**src/rtl/sram_ctrl_ws_pkg.sv**
```systemverilog
// Shared SRAM timing defaults, FSM state type and the ns-to-cycles conversion
// used to size every wait-state phase at elaboration.
package sram_timings_pkg;

  localparam int unsigned DEF_CLK_PERIOD = 10;
  localparam int unsigned DEF_T_AA       = 10;
  localparam int unsigned DEF_T_WP       = 8;
  localparam int unsigned DEF_T_SU       = 2;
  localparam int unsigned DEF_T_HD       = 2;
  localparam int unsigned DEF_T_TA       = 5;

  localparam int unsigned CNT_W = 8;

  typedef enum logic [2:0] {
    ST_IDLE,
    ST_RD,
    ST_TURN,
    ST_WR_SU,
    ST_WR_PW,
    ST_WR_HD
  } state_e;

  // Whole clock cycles covering t_ns, never less than one.
  function automatic int unsigned cycles(input int unsigned t_ns, input int unsigned clk_ns);
    int unsigned c;
    c = (t_ns + clk_ns - 1) / clk_ns;
    return (c == 0) ? 1 : c;
  endfunction

endpackage

```
**src/rtl/sram_ctrl_ws_counter.sv**
```systemverilog
// Loadable down counter shared by every wait-state phase; done_o marks the
// last cycle of the loaded phase length.
module sram_ws_counter
  import sram_timings_pkg::*;
#(
  parameter int unsigned W = CNT_W
) (
  input  logic         clk_i,
  input  logic         rst_i,
  input  logic         load_i,
  input  logic [W-1:0] load_val_i,
  output logic         done_o
);

  logic [W-1:0] cnt_q, cnt_d;

  always_comb begin
    cnt_d = cnt_q;
    if (load_i) begin
      cnt_d = load_val_i;
    end else if (cnt_q != '0) begin
      cnt_d = cnt_q - W'(1);
    end
  end

  always_ff @(posedge clk_i or posedge rst_i) begin
    if (rst_i) begin
      cnt_q <= '0;
    end else begin
      cnt_q <= cnt_d;
    end
  end

  assign done_o = (cnt_q <= W'(1));

endmodule

```
**src/rtl/sram_ctrl_ws.sv**
```systemverilog
// Avalon-MM slave to asynchronous SRAM bridge: one transaction at a time,
// wait states derived from ns timings, registered SRAM pins and byte lanes.
module sram_ctrl_ws
  import sram_timings_pkg::*;
#(
  parameter int unsigned CLK_PERIOD = DEF_CLK_PERIOD,
  parameter int unsigned ADDR_W     = 18,
  parameter int unsigned DATA_W     = 16,
  parameter int unsigned T_AA       = DEF_T_AA,
  parameter int unsigned T_WP       = DEF_T_WP,
  parameter int unsigned T_SU       = DEF_T_SU,
  parameter int unsigned T_HD       = DEF_T_HD,
  parameter int unsigned T_TA       = DEF_T_TA
) (
  input  logic                  clk_i,
  input  logic                  rst_i,
  input  logic [ADDR_W-1:0]     avs_address_i,
  input  logic                  avs_read_i,
  input  logic                  avs_write_i,
  input  logic [DATA_W-1:0]     avs_writedata_i,
  input  logic [DATA_W/8-1:0]   avs_byteenable_i,
  output logic                  avs_waitrequest_o,
  output logic [DATA_W-1:0]     avs_readdata_o,
  output logic                  avs_readdatavalid_o,
  output logic                  wen_o,
  output logic                  oen_o,
  output logic [DATA_W/8-1:0]   ben_o,
  output logic [ADDR_W-1:0]     addr_o,
  output logic                  data_en_o,
  output logic [DATA_W-1:0]     data_o,
  input  logic [DATA_W-1:0]     data_i
);

  localparam int unsigned BE_W = DATA_W / 8;

  localparam logic [CNT_W-1:0] RD_N = CNT_W'(cycles(T_AA, CLK_PERIOD));
  localparam logic [CNT_W-1:0] WP_N = CNT_W'(cycles(T_WP, CLK_PERIOD));
  localparam logic [CNT_W-1:0] SU_N = CNT_W'(cycles(T_SU, CLK_PERIOD));
  localparam logic [CNT_W-1:0] HD_N = CNT_W'(cycles(T_HD, CLK_PERIOD));
  localparam logic [CNT_W-1:0] TA_N = CNT_W'(cycles(T_TA, CLK_PERIOD));

  state_e             state_q, state_d;
  logic               cnt_load;
  logic [CNT_W-1:0]   cnt_val;
  logic               cnt_done;

  logic               wen_q, wen_d;
  logic               oen_q, oen_d;
  logic [BE_W-1:0]    ben_q, ben_d;
  logic [ADDR_W-1:0]  addr_q, addr_d;
  logic               den_q, den_d;
  logic [DATA_W-1:0]  wdata_q, wdata_d;
  logic [DATA_W-1:0]  rdata_q, rdata_d;
  logic               rdv_q, rdv_d;

  sram_ws_counter #(
    .W (CNT_W)
  ) u_cnt (
    .clk_i      (clk_i),
    .rst_i      (rst_i),
    .load_i     (cnt_load),
    .load_val_i (cnt_val),
    .done_o     (cnt_done)
  );

  always_ff @(posedge clk_i or posedge rst_i) begin
    if (rst_i) begin
      state_q <= ST_IDLE;
    end else begin
      state_q <= state_d;
    end
  end

  // Write has priority over read when both are requested in IDLE.
  always_comb begin
    state_d  = state_q;
    cnt_load = 1'b0;
    cnt_val  = '0;
    case (state_q)
      ST_IDLE: begin
        if (avs_write_i) begin
          state_d  = ST_WR_SU;
          cnt_load = 1'b1;
          cnt_val  = SU_N;
        end else if (avs_read_i) begin
          state_d  = ST_RD;
          cnt_load = 1'b1;
          cnt_val  = RD_N;
        end
      end
      ST_RD: begin
        if (cnt_done) begin
          state_d  = ST_TURN;
          cnt_load = 1'b1;
          cnt_val  = TA_N;
        end
      end
      ST_TURN:  if (cnt_done) state_d = ST_IDLE;
      ST_WR_SU: begin
        if (cnt_done) begin
          state_d  = ST_WR_PW;
          cnt_load = 1'b1;
          cnt_val  = WP_N;
        end
      end
      ST_WR_PW: begin
        if (cnt_done) begin
          state_d  = ST_WR_HD;
          cnt_load = 1'b1;
          cnt_val  = HD_N;
        end
      end
      ST_WR_HD: if (cnt_done) state_d = ST_IDLE;
      default:  state_d = ST_IDLE;
    endcase
  end

  // Pin next-values are decided on phase boundaries so every SRAM pin leaves a flop.
  always_comb begin
    avs_waitrequest_o = rst_i || (state_q != ST_IDLE);
    wen_d   = wen_q;
    oen_d   = oen_q;
    ben_d   = ben_q;
    addr_d  = addr_q;
    den_d   = den_q;
    wdata_d = wdata_q;
    rdata_d = rdata_q;
    rdv_d   = 1'b0;
    case (state_q)
      ST_IDLE: begin
        if (avs_write_i) begin
          addr_d  = avs_address_i;
          ben_d   = ~avs_byteenable_i;
          wdata_d = avs_writedata_i;
          den_d   = 1'b1;
        end else if (avs_read_i) begin
          addr_d = avs_address_i;
          ben_d  = '0;
          oen_d  = 1'b0;
        end
      end
      ST_RD: begin
        if (cnt_done) begin
          oen_d   = 1'b1;
          rdata_d = data_i;
          rdv_d   = 1'b1;
        end
      end
      ST_WR_SU: if (cnt_done) wen_d = 1'b0;
      ST_WR_PW: if (cnt_done) wen_d = 1'b1;
      ST_WR_HD: if (cnt_done) den_d = 1'b0;
      default: ;
    endcase
  end

  always_ff @(posedge clk_i or posedge rst_i) begin
    if (rst_i) begin
      wen_q   <= 1'b1;
      oen_q   <= 1'b1;
      ben_q   <= '1;
      addr_q  <= '0;
      den_q   <= 1'b0;
      wdata_q <= '0;
      rdata_q <= '0;
      rdv_q   <= 1'b0;
    end else begin
      wen_q   <= wen_d;
      oen_q   <= oen_d;
      ben_q   <= ben_d;
      addr_q  <= addr_d;
      den_q   <= den_d;
      wdata_q <= wdata_d;
      rdata_q <= rdata_d;
      rdv_q   <= rdv_d;
    end
  end

  assign wen_o               = wen_q;
  assign oen_o               = oen_q;
  assign ben_o               = ben_q;
  assign addr_o              = addr_q;
  assign data_en_o           = den_q;
  assign data_o              = wdata_q;
  assign avs_readdata_o      = rdata_q;
  assign avs_readdatavalid_o = rdv_q;

  always_ff @(posedge clk_i) begin
    if (!rst_i) begin
      if (state_q == ST_IDLE) begin
        assert (!(avs_read_i && avs_write_i))
          else $warning("sram_ctrl_ws: read and write requested together, read dropped");
      end
      assert (!(den_q && !oen_q))
        else $error("sram_ctrl_ws: data pads driven while SRAM output enabled");
    end
  end

endmodule
```
**config.mk**
```make
export PLATFORM = sky130hd
export DESIGN_NAME = sram_ctrl_ws
export DESIGN_NICKNAME = d
export VERILOG_FILES = /design/src/rtl/sram_ctrl_ws_pkg.sv /design/src/rtl/sram_ctrl_ws_counter.sv /design/src/rtl/sram_ctrl_ws.sv
export SDC_FILE = /design/constraint.sdc
export NUM_CORES = 1
export LEC_CHECK = 0
export BUFFER_PORTS_ARGS = -buffer_cell sky130_fd_sc_hd__clkbuf_2
export CAP_MARGIN = 40
export CORE_ASPECT_RATIO = 1.5
export CORE_UTILIZATION = 40
export CTS_BUF_LIST = sky130_fd_sc_hd__clkbuf_16
export CTS_CLUSTER_SIZE = 30
export DETAILED_ROUTE_END_ITERATION = 7
export PLACE_DENSITY = 0.68
export SLEW_MARGIN = 20
export SYNTH_ARGS = -nofsm -noshare
export SYNTH_HDL_FRONTEND = slang
export SYNTH_SLANG_ARGS = --single-unit
```
**constraint.sdc**
```tcl
create_clock -name clk_i -period 3.1 [get_ports clk_i]
set_clock_uncertainty 0.1 [all_clocks]
set_input_delay 0.155 -clock clk_i [delete_from_list [all_inputs] [get_ports clk_i]]
set_output_delay 0.155 -clock clk_i [all_outputs]
set_load 0.005 [all_outputs]
```
# Word level (Yosys, flattened, before mapping)
# Index checks and enable logic that the tools add are counted.
[classes]
addsub = 1
order_cmp = 1
eq_ne = 14
mux = 30
n_bitwise = 1
reduce_logical = 18
[ops]
columns = ["cell", "count"]
rows = [
  ["$mux 18", 2],
  ["$mux 3", 6],
  ["$mux 8", 2],
  ["$pmux 3 s5", 1],
  ["$ne 2x2->1 const B", 7],
  ["$mux 1", 12],
  ["$pmux 1 s2", 5],
  ["$reduce_bool 2->1", 5],
  ["$le 8x1->1 const B", 1],
  ["$reduce_bool 8->1", 1],
  ["$sub 8x1->8 const B", 1],
  ["$eq 3x2->1 const B", 2],
  ["$eq 3x3->1 const B", 2],
  ["$reduce_and 2->1", 3],
  ["$reduce_and 3->1", 2],
  ["$reduce_and 5->1", 1],
  ["$mux 2", 2],
  ["$reduce_and 4->1", 1],
  ["$eq 3x1->1 const B", 1],
  ["$logic_not 3->1", 1],
  ["$ne 3x3->1 const B", 1],
  ["$reduce_bool 3->1", 1],
  ["$reduce_or 3->1", 1],
  ["$ne 2x1->1 const B", 1],
  ["other kinds (3)", 3],
]
[totals]
ff_bits = 67
in_bits = 56
wordCells = 75

# Logic depth before layout (Yosys ltp)
# Gate-level depths: netlist of run 1.
[depth]
word_depth = 4
depth_mapped = 6
mapped_depth_nobuf = 5

# Hierarchy
# Synthesis of run 1 repeated with hierarchy kept, for this count alone.
[hier_totals]
hier_cells = 216
hier_area_um2 = 2930.3
[by_module_without_submodules]
columns = ["module", "instances", "cells_each", "area_per_inst_um2", "seq_area_each_um2"]
rows = [
  ["sram_ctrl_ws", 1, 156, 2397.3, 1481.4],
  ["sram_ws_counter", 1, 60, 533.0, 200.2],
]

# Worst setup path before layout of run 1
# Ideal clock, no wire load.
[synth_timing]
path_kind = "input to output"
startpoint = "input port rst_i"
endpoint = "output port avs_waitrequest_o"
arrival_time_ns = 1.720
path_slack_ns = 1.125
stages = 2
path_buffers = 0
cell_sequence = "inv_1 > nand2_1"
[synth_between]
elab_chain_len = 1
[synth_lines]
columns = ["item", "line", "text"]
rows = [
  ["from (decl)", "sram_ctrl_ws.sv:16", "input logic rst_i,"],
  ["$logic_or 1x1->1", "sram_ctrl_ws.sv:120", "avs_waitrequest_o = rst_i || (state_q != ST_IDLE);"],
  ["to (decl)", "sram_ctrl_ws.sv:22", "output logic avs_waitrequest_o,"],
]
# No other way between the ends.

# Worst setup path in the final report of run 1
[layout_timing]
startpoint = "register u_cnt.cnt_q[0]"
endpoint = "register rdata_q[6] (netlist: avs_readdata_o[6])"
[layout_between]
elab_chain_len = 2
[layout_lines]
columns = ["item", "line", "text"]
rows = [
  ["from (decl)", "sram_ctrl_ws_counter.sv:15", "logic [W-1:0] cnt_q, cnt_d;"],
  ["from (signal assigned)", "sram_ctrl_ws_counter.sv:30", "cnt_q <= cnt_d;"],
  ["$le 8x1->1", "sram_ctrl_ws_counter.sv:34", "assign done_o = (cnt_q <= W'(1));"],
  ["$reduce_and 2->1 (no line)", "n/a", ""],
  ["to (signal assigned)", "sram_ctrl_ws.sv:173", "rdata_q <= rdata_d;"],
  ["to (decl)", "sram_ctrl_ws.sv:53", "logic [DATA_W-1:0] rdata_q, rdata_d;"],
]
# No other way between the ends.
# A chain may end at the register's enable or synchronous reset.

==> metrics, run 1 <==
Primary FF master, synth=dfrtp_1; design area=4370 sq um; Placed Cells=387; Hold Crit Class=in2reg; Post-Synthesis Cells=204; grt ovf=0; FP Rows=37; critical path type=reg2reg; setup slack, reg-to-reg=0.84 ns; setup repair bufs after CTS=0; Slew Limit Fails=0; num ports=113; crit path DAT=2.36 ns; via count=2306; global router's overall resource usage=19.3%; critical path's largest stage delay=0.52 ns; setup TNS after final layout=0 ns; Worst R2R Start=u_cnt.cnt_q[0]; die area=7560 sq um; EDFF count, synth=0; Synth Warn #=0; number of sinks driven by the clock tree=67; sequential element share of the synthesized area=58.3%; routed wire length=6.60 mm; Hold Vio Cnt, Final=0; DP Area=3510 sq um; failing checks=design-rule violations; CP bufs+invs=1; Final setup viols=0; Pwr Total=0.00215 W; Initial DRC Count=119; Leakage=2.24 nW; first-pass GRT wire length=11.1 mm; Reg2Reg Depth=5; drt drc=4; Final nets=432; status=finished, violations left; Pre-Repair DR Iteration Count=7; WHS=0.0574 ns; Worst-Skew Late Latency=0.33 ns; die extent in y=106 um; Tcrit/Tclk final=72.8%; fmax=443 MHz; hold-fix buffer count after cts=53; CTS root buf=clkbuf_16; mapped cell area=2890 sq um; vias in the first global route=2433; layout cells sized above 1=41.8%; crit-path cells=inv_1 > ha_1 > or2_1 > nand4_2 > mux2_1; worst-path fanout max=17; Crit Reg-Reg Endpoint=avs_readdata_o[6]; Post-synth ARST share=100%; hpwl dp=4.31 mm; Worst Setup End Kind=flip-flop; syn_area_per_cell=14.1 sq um; Clock transition at path regs=0.05 ns; Synth Register Bits=67; Data required, critical path=3.21 ns; CP startpoint kind=flip-flop; largest net degree at the start of global routing=32; fin crit period=2.26 ns; hold path depth=3; Area growth syn-to-layout=51.6%; hold path start=avs_write_i; CTS tree=built; maximum vdd ir drop=0.337 mV; Final ANT Viol Nets=0; post-route insts no fill=456; GPL Wtd Cong=0.786; worst relative slew slack=51.8%; max cap viols=0; initial antenna violation count=0; Worst Hold Endpoint=ben_o[1]; initial core utilization=41.8%; Post-Syn Nets=263; cell at the slowest stage of the critical path=mux2_1; H-tree depth=3; Pwr Density=492 nW/um^2; die width=71.3 um; PostCTS Resize Cnt=0; TritonCTS Buffers=9; Top delay family on crit path=simple AND/OR/NAND/NOR gates; Worst-Margin Slew=0.724 ns; Placeable Area=6900 sq um; CTS max path bufs=2; routed len/inst=14.5 um; drt via density=5.06; Port Buffers=112; number of library cell types mapped by synthesis=49; RSZ-0062 raised after global routing=false; antenna cells=0
-- final cells by class --
class	instances	area (sq um)
Multi-Input combinational cell	121	1130
Fill cell	536	2520
Sequential cell	67	1680
Tap cell	78	97.6
Clock inverter	7	108
Timing Repair Buffer	168	1110
Clock buffer	9	225
Inverter	6	22.5
-- synth_stat cells (all sizes together), types with 2 or more instances --
| library cell | count | area, sq um |
|---|---|---|
| a2111oi | 2 | 36.3 |
| a211oi | 5 | 52.6 |
| buf | 8 | 47.5 |
| clkbuf | 2 | 7.51 |
| dfrtp | 63 | 1580 |
| dfstp | 4 | 105 |
| ha | 3 | 37.5 |
| inv | 6 | 22.5 |
| mux2 | 50 | 563 |
| nand2 | 4 | 15.0 |
| nand2b | 4 | 25.0 |
| nand3 | 3 | 15.0 |
| nand3b | 2 | 15.0 |
| nand4 | 2 | 18.8 |
| nor2 | 2 | 7.51 |
| nor3 | 7 | 45.0 |
| o211ai | 2 | 15.0 |
| o21ai | 6 | 30.0 |
| o2bb2ai | 2 | 17.5 |
| or2 | 2 | 12.5 |
| or3 | 2 | 12.5 |
| or4b | 4 | 51.3 |
-- flip-flops by register name, summed over array words and instances (netlist names) --
register             count
state_q                  3
oen_o                    1
avs_readdata_o          16
ben_o                    2
wen_o                    1
data_en_o                1
avs_readdatavalid_o      1
data_o                  16
u_cnt.cnt_q              8
addr_o                  18
-- placed cells by master, fill, tap and decap left out, types with 3 or more instances in the layout --
| cell type | instances |
|---|---|
| clkbuf_2 | 112 |
| dfrtp_1 | 63 |
| dlygate4sd3_1 | 53 |
| mux2_1 | 38 |
| mux2_2 | 12 |
| clkbuf_16 | 9 |
| o21ai_0 | 6 |
| inv_1 | 6 |
| nor3_1 | 5 |
| nand2_1 | 4 |
| nand2b_1 | 4 |
| dfstp_2 | 4 |
| nand3_1 | 3 |
| or4b_4 | 3 |
| a211oi_2 | 3 |
| ha_1 | 3 |
| bufinv_16 | 3 |
| buf_4 | 3 |
-- worst min-delay path, cell delays in order --
cell,delay [ns]
clkbuf_2,0.12
nand2_1,0.12
o2bb2ai_1,0.08
-- cells by family after synthesis --
logic type / count (synthesis) / share of synthesized area, %
flops: 67 / 58.3
simple gates: 39 / 9.41
compound gates: 27 / 8.15
buf+inv: 16 / 2.69
xor+xnor: 1 / 0.304
fa+ha+maj: 3 / 1.30
mux: 51 / 19.9
-- layer usage --
layer	wire, um	GRT usage (%)	vias to the layer above
met4	146	10.9	0
met1	2620	20.9	1133
li1	-	-	1092
met2	3550	34.8	70
met3	278	3.13	11
met5	0	0	-
-- metrics by stage --
stage	setup WS (ns)	utilization (%)
after floorplan	1.13	-
after global placement	0.905	50.9
after detailed placement	0.804	50.9
after CTS	0.794	63.4
after global routing	0.652	63.4
final	0.844	63.4
-- how the worst max path moves through the flow --
stage | depth (start not counted) | startpoint | end | slack (ns)
3_3_place_gp | 5 | u_cnt.cnt_q[0] | avs_readdata_o[15] | 0.90
6_report | 5 | u_cnt.cnt_q[0] | avs_readdata_o[6] | 0.84
3_5_place_dp | 5 | u_cnt.cnt_q[0] | avs_readdata_o[5] | 0.80
4_1_cts | 5 | u_cnt.cnt_q[0] | avs_readdata_o[5] | 0.79
2_1_floorplan | 2 | rst_i | avs_waitrequest_o | 1.13
5_1_grt | 5 | u_cnt.cnt_q[0] | avs_readdata_o[6] | 0.65
-- where the power goes --
group          internal, W  switching, W  total (W)
Combinational    0.0000827     0.0000455   0.000128
Clock             0.000776      0.000359    0.00113
Sequential        0.000886    0.00000507   0.000891
No activity file was read; power rests on OpenSTA's default activity.
==> run 2: changes to the inputs <==
==> constraint.sdc (replaced) <==
create_clock -name clk_i -period 2.27 [get_ports clk_i]
set_clock_uncertainty 0.1 [all_clocks]
set_input_delay 0.1135 -clock clk_i [delete_from_list [all_inputs] [get_ports clk_i]]
set_output_delay 0.1135 -clock clk_i [all_outputs]
set_load 0.005 [all_outputs]
==> run 2 against run 1 <==
Net effect: flip-flop and latch count did not move; highest routed layer unchanged; wire length is 6.3% higher; the run still ends with design-rule violations left; via count rose by 1.2%; fmax rose by 8.9%; cell area up 0.17%.
==> metrics, run 2 (synthesis gave the netlist of run 1 again) <==
status=finished, violations left; failing checks=design-rule violations; drt drc=4 (unchanged); routed wire length=7.02 mm (+6.3%); Top delay family on crit path=simple AND/OR/NAND/NOR gates; GPL Wtd Cong=0.834 (+6.1%); multi-input combinational cell area=1140 sq um (+1.2%); worst-path fanout max=15 (-2); global router's overall resource usage=20.1% (+0.87 points); drt via density=5.06 (+0.12%); Pre-Repair DR Iteration Count=6 (-1); fmax=483 MHz (+8.9%); Placeable Area=6900 sq um (unchanged); fin crit period=2.07 ns (-0.185 ns); largest net degree at the start of global routing=35 (+9.4%); die area=7560 sq um (unchanged); commonest non-fill, non-tap cell in the layout=clkbuf_2; hold path start=avs_write_i; crit-path cells=or3_1 > or4b_4 > a211oi_2; pre-CTS setup slack=0.000659 ns (-0.803 ns); cell at the slowest stage of the critical path=or3_1; CTS tree=built; Final WS setup=0.199 ns (-0.645 ns); Leakage=2.26 nW (+1.1%); TritonCTS Buffers=9 (unchanged); Data required, critical path=2.41 ns (-0.80 ns); FF+latch area=1680 sq um (unchanged); hpwl dp=4.55 mm (+5.5%); critical path type=reg2reg; CTS max path bufs=2 (unchanged); Tcrit/Tclk final=91.2% (+18 points); Reg2Reg Depth=3 (-2); crit path DAT=2.21 ns (-0.15 ns); Port Buffers=112 (unchanged); setup TNS after final layout=0 ns (unchanged); critical path's largest stage delay=0.62 ns (+0.10 ns); hold path depth=3 (unchanged); number of sinks driven by the clock tree=67 (unchanged); initial core utilization=41.8% (unchanged); maximum vdd ir drop=0.458 mV (+36%); Worst Setup End Kind=flip-flop; CTS root buf=clkbuf_16; Worst Hold Endpoint=data_en_o; Worst-Margin Slew=0.587 ns (-0.137 ns); CP startpoint kind=flip-flop; Pwr Density=613 nW/um^2 (+24%); grt ovf=0 (unchanged); die width=71.3 um (unchanged); Crit Reg-Reg Endpoint=u_cnt.cnt_q[7]; CP bufs+invs=0 (-1); Worst-Skew Late Latency=0.33 ns (about the same); setup repair bufs after CTS=0 (unchanged); routed len/inst=15.2 um (+5.1%); Final ANT Viol Nets=0 (unchanged); Final setup viols=0 (unchanged); Clock transition at path regs=0.06 ns (about the same); antenna cells=0 (unchanged); Initial DRC Count=79 (-34%); Filler cells=554 (+3.4%); most frequent cells in the layout=clkbuf_2 (112), dfrtp_1 (63), dlygate4sd3_1 (55); setup slack, reg-to-reg=0.20 ns (-0.65 ns); via count=2334 (+1.2%); die extent in y=106 um (unchanged); max reg flops=18 (unchanged); Hold Crit Class=in2reg; initial antenna violation count=0 (unchanged); layout cells sized above 1=42.0% (+0.24 points); Area growth syn-to-layout=51.9%; Worst R2R Start=u_cnt.cnt_q[2]; vias in the first global route=2475 (+1.7%); num ports=113 (unchanged); worst relative slew slack=60.5% (+8.7 points); Hold Vio Cnt, Final=0 (unchanged); FP Rows=37 (unchanged); H-tree depth=3 (unchanged); Final nets=438 (+1.4%); Slew Limit Fails=0 (unchanged); RSZ-0062 raised after global routing=false; max cap viols=0 (unchanged); first-pass GRT wire length=11.5 mm (+3.6%)
[run 2: changes by cell type in the layout (fill, tap and decap cells not counted)]
cell / previous run / this run
buf_4: 3 / 7
nor3_2: 2 / 3
nand4_2: 1 / 0
dlygate4sd3_1: 53 / 55
inv_1: 6 / 8
bufinv_16: 3 / 1
clkinv_1: 1 / 0
nor3_1: 5 / 4
nand4_4: 0 / 1
[run 2: metrics by stage]
step	cell area (sq um)	hold slack (ns)	cells	utilization, %	total power [W]
final	4380	0.0233	461	63.5	0.00269
after global routing	4380	0.0356	461	63.5	0.00278
after CTS	4380	0.0179	461	63.4	0.00272
after detailed placement	3540	0.0194	391	51.3	0.00134
after global placement	3540	0.0210	391	51.3	0.00134
after floorplan	2890	0.0623	204	-	0.00127
[run 2: cell type report]
type,count,area share (%)
Sequential cell,67,38.4
Timing Repair Buffer,174,26.6
Multi-Input combinational cell,121,26.0
Clock buffer,9,5.14
Tap cell,78,2.23
Clock inverter,6,1.17
Inverter,6,0.514
[run 2: how the worst max path moves through the flow]
stage,from,end,slack [ns],depth (start not counted)
2_1_floorplan,u_cnt.cnt_q[0],avs_readdata_o[0],0.35,6
3_3_place_gp,u_cnt.cnt_q[0],avs_readdata_o[2],0.11,5
3_5_place_dp,u_cnt.cnt_q[0],avs_readdata_o[5],0.0007,5
4_1_cts,state_q[0],ben_o[0],0.15,5
5_1_grt,u_cnt.cnt_q[2],u_cnt.cnt_q[1],0.11,3
6_report,u_cnt.cnt_q[2],u_cnt.cnt_q[7],0.20,3
[run 2: metal layers]
layer	vias to the layer above	part of all wire (%)	track usage, %
met5	-	0	0
met4	0	1.5	6.29
met3	11	4.4	6.54
met2	69	56	37.1
met1	1152	39	21.2
li1	1102	-	-
[run 2: timing repair]
item | 4_1_cts | 5_1_grt
endpoints found under the setup margin | 1 | 1
resized for setup | 1 | 1
endpoints found under the hold margin | 69 | 0
hold buffers | 55 | 0
[run 2: worst min-delay path: stages]
cell and delay, ns:
clkbuf_2 0.13, nand2_1 0.10, nand3_1 0.08
[run 2: power by group]
part,switching [W],leakage [nW],internal (W)
combinational,0.0000628,1.26,0.000113
sequential,0.00000757,0.854,0.00121
clock,0.000466,0.149,0.000826
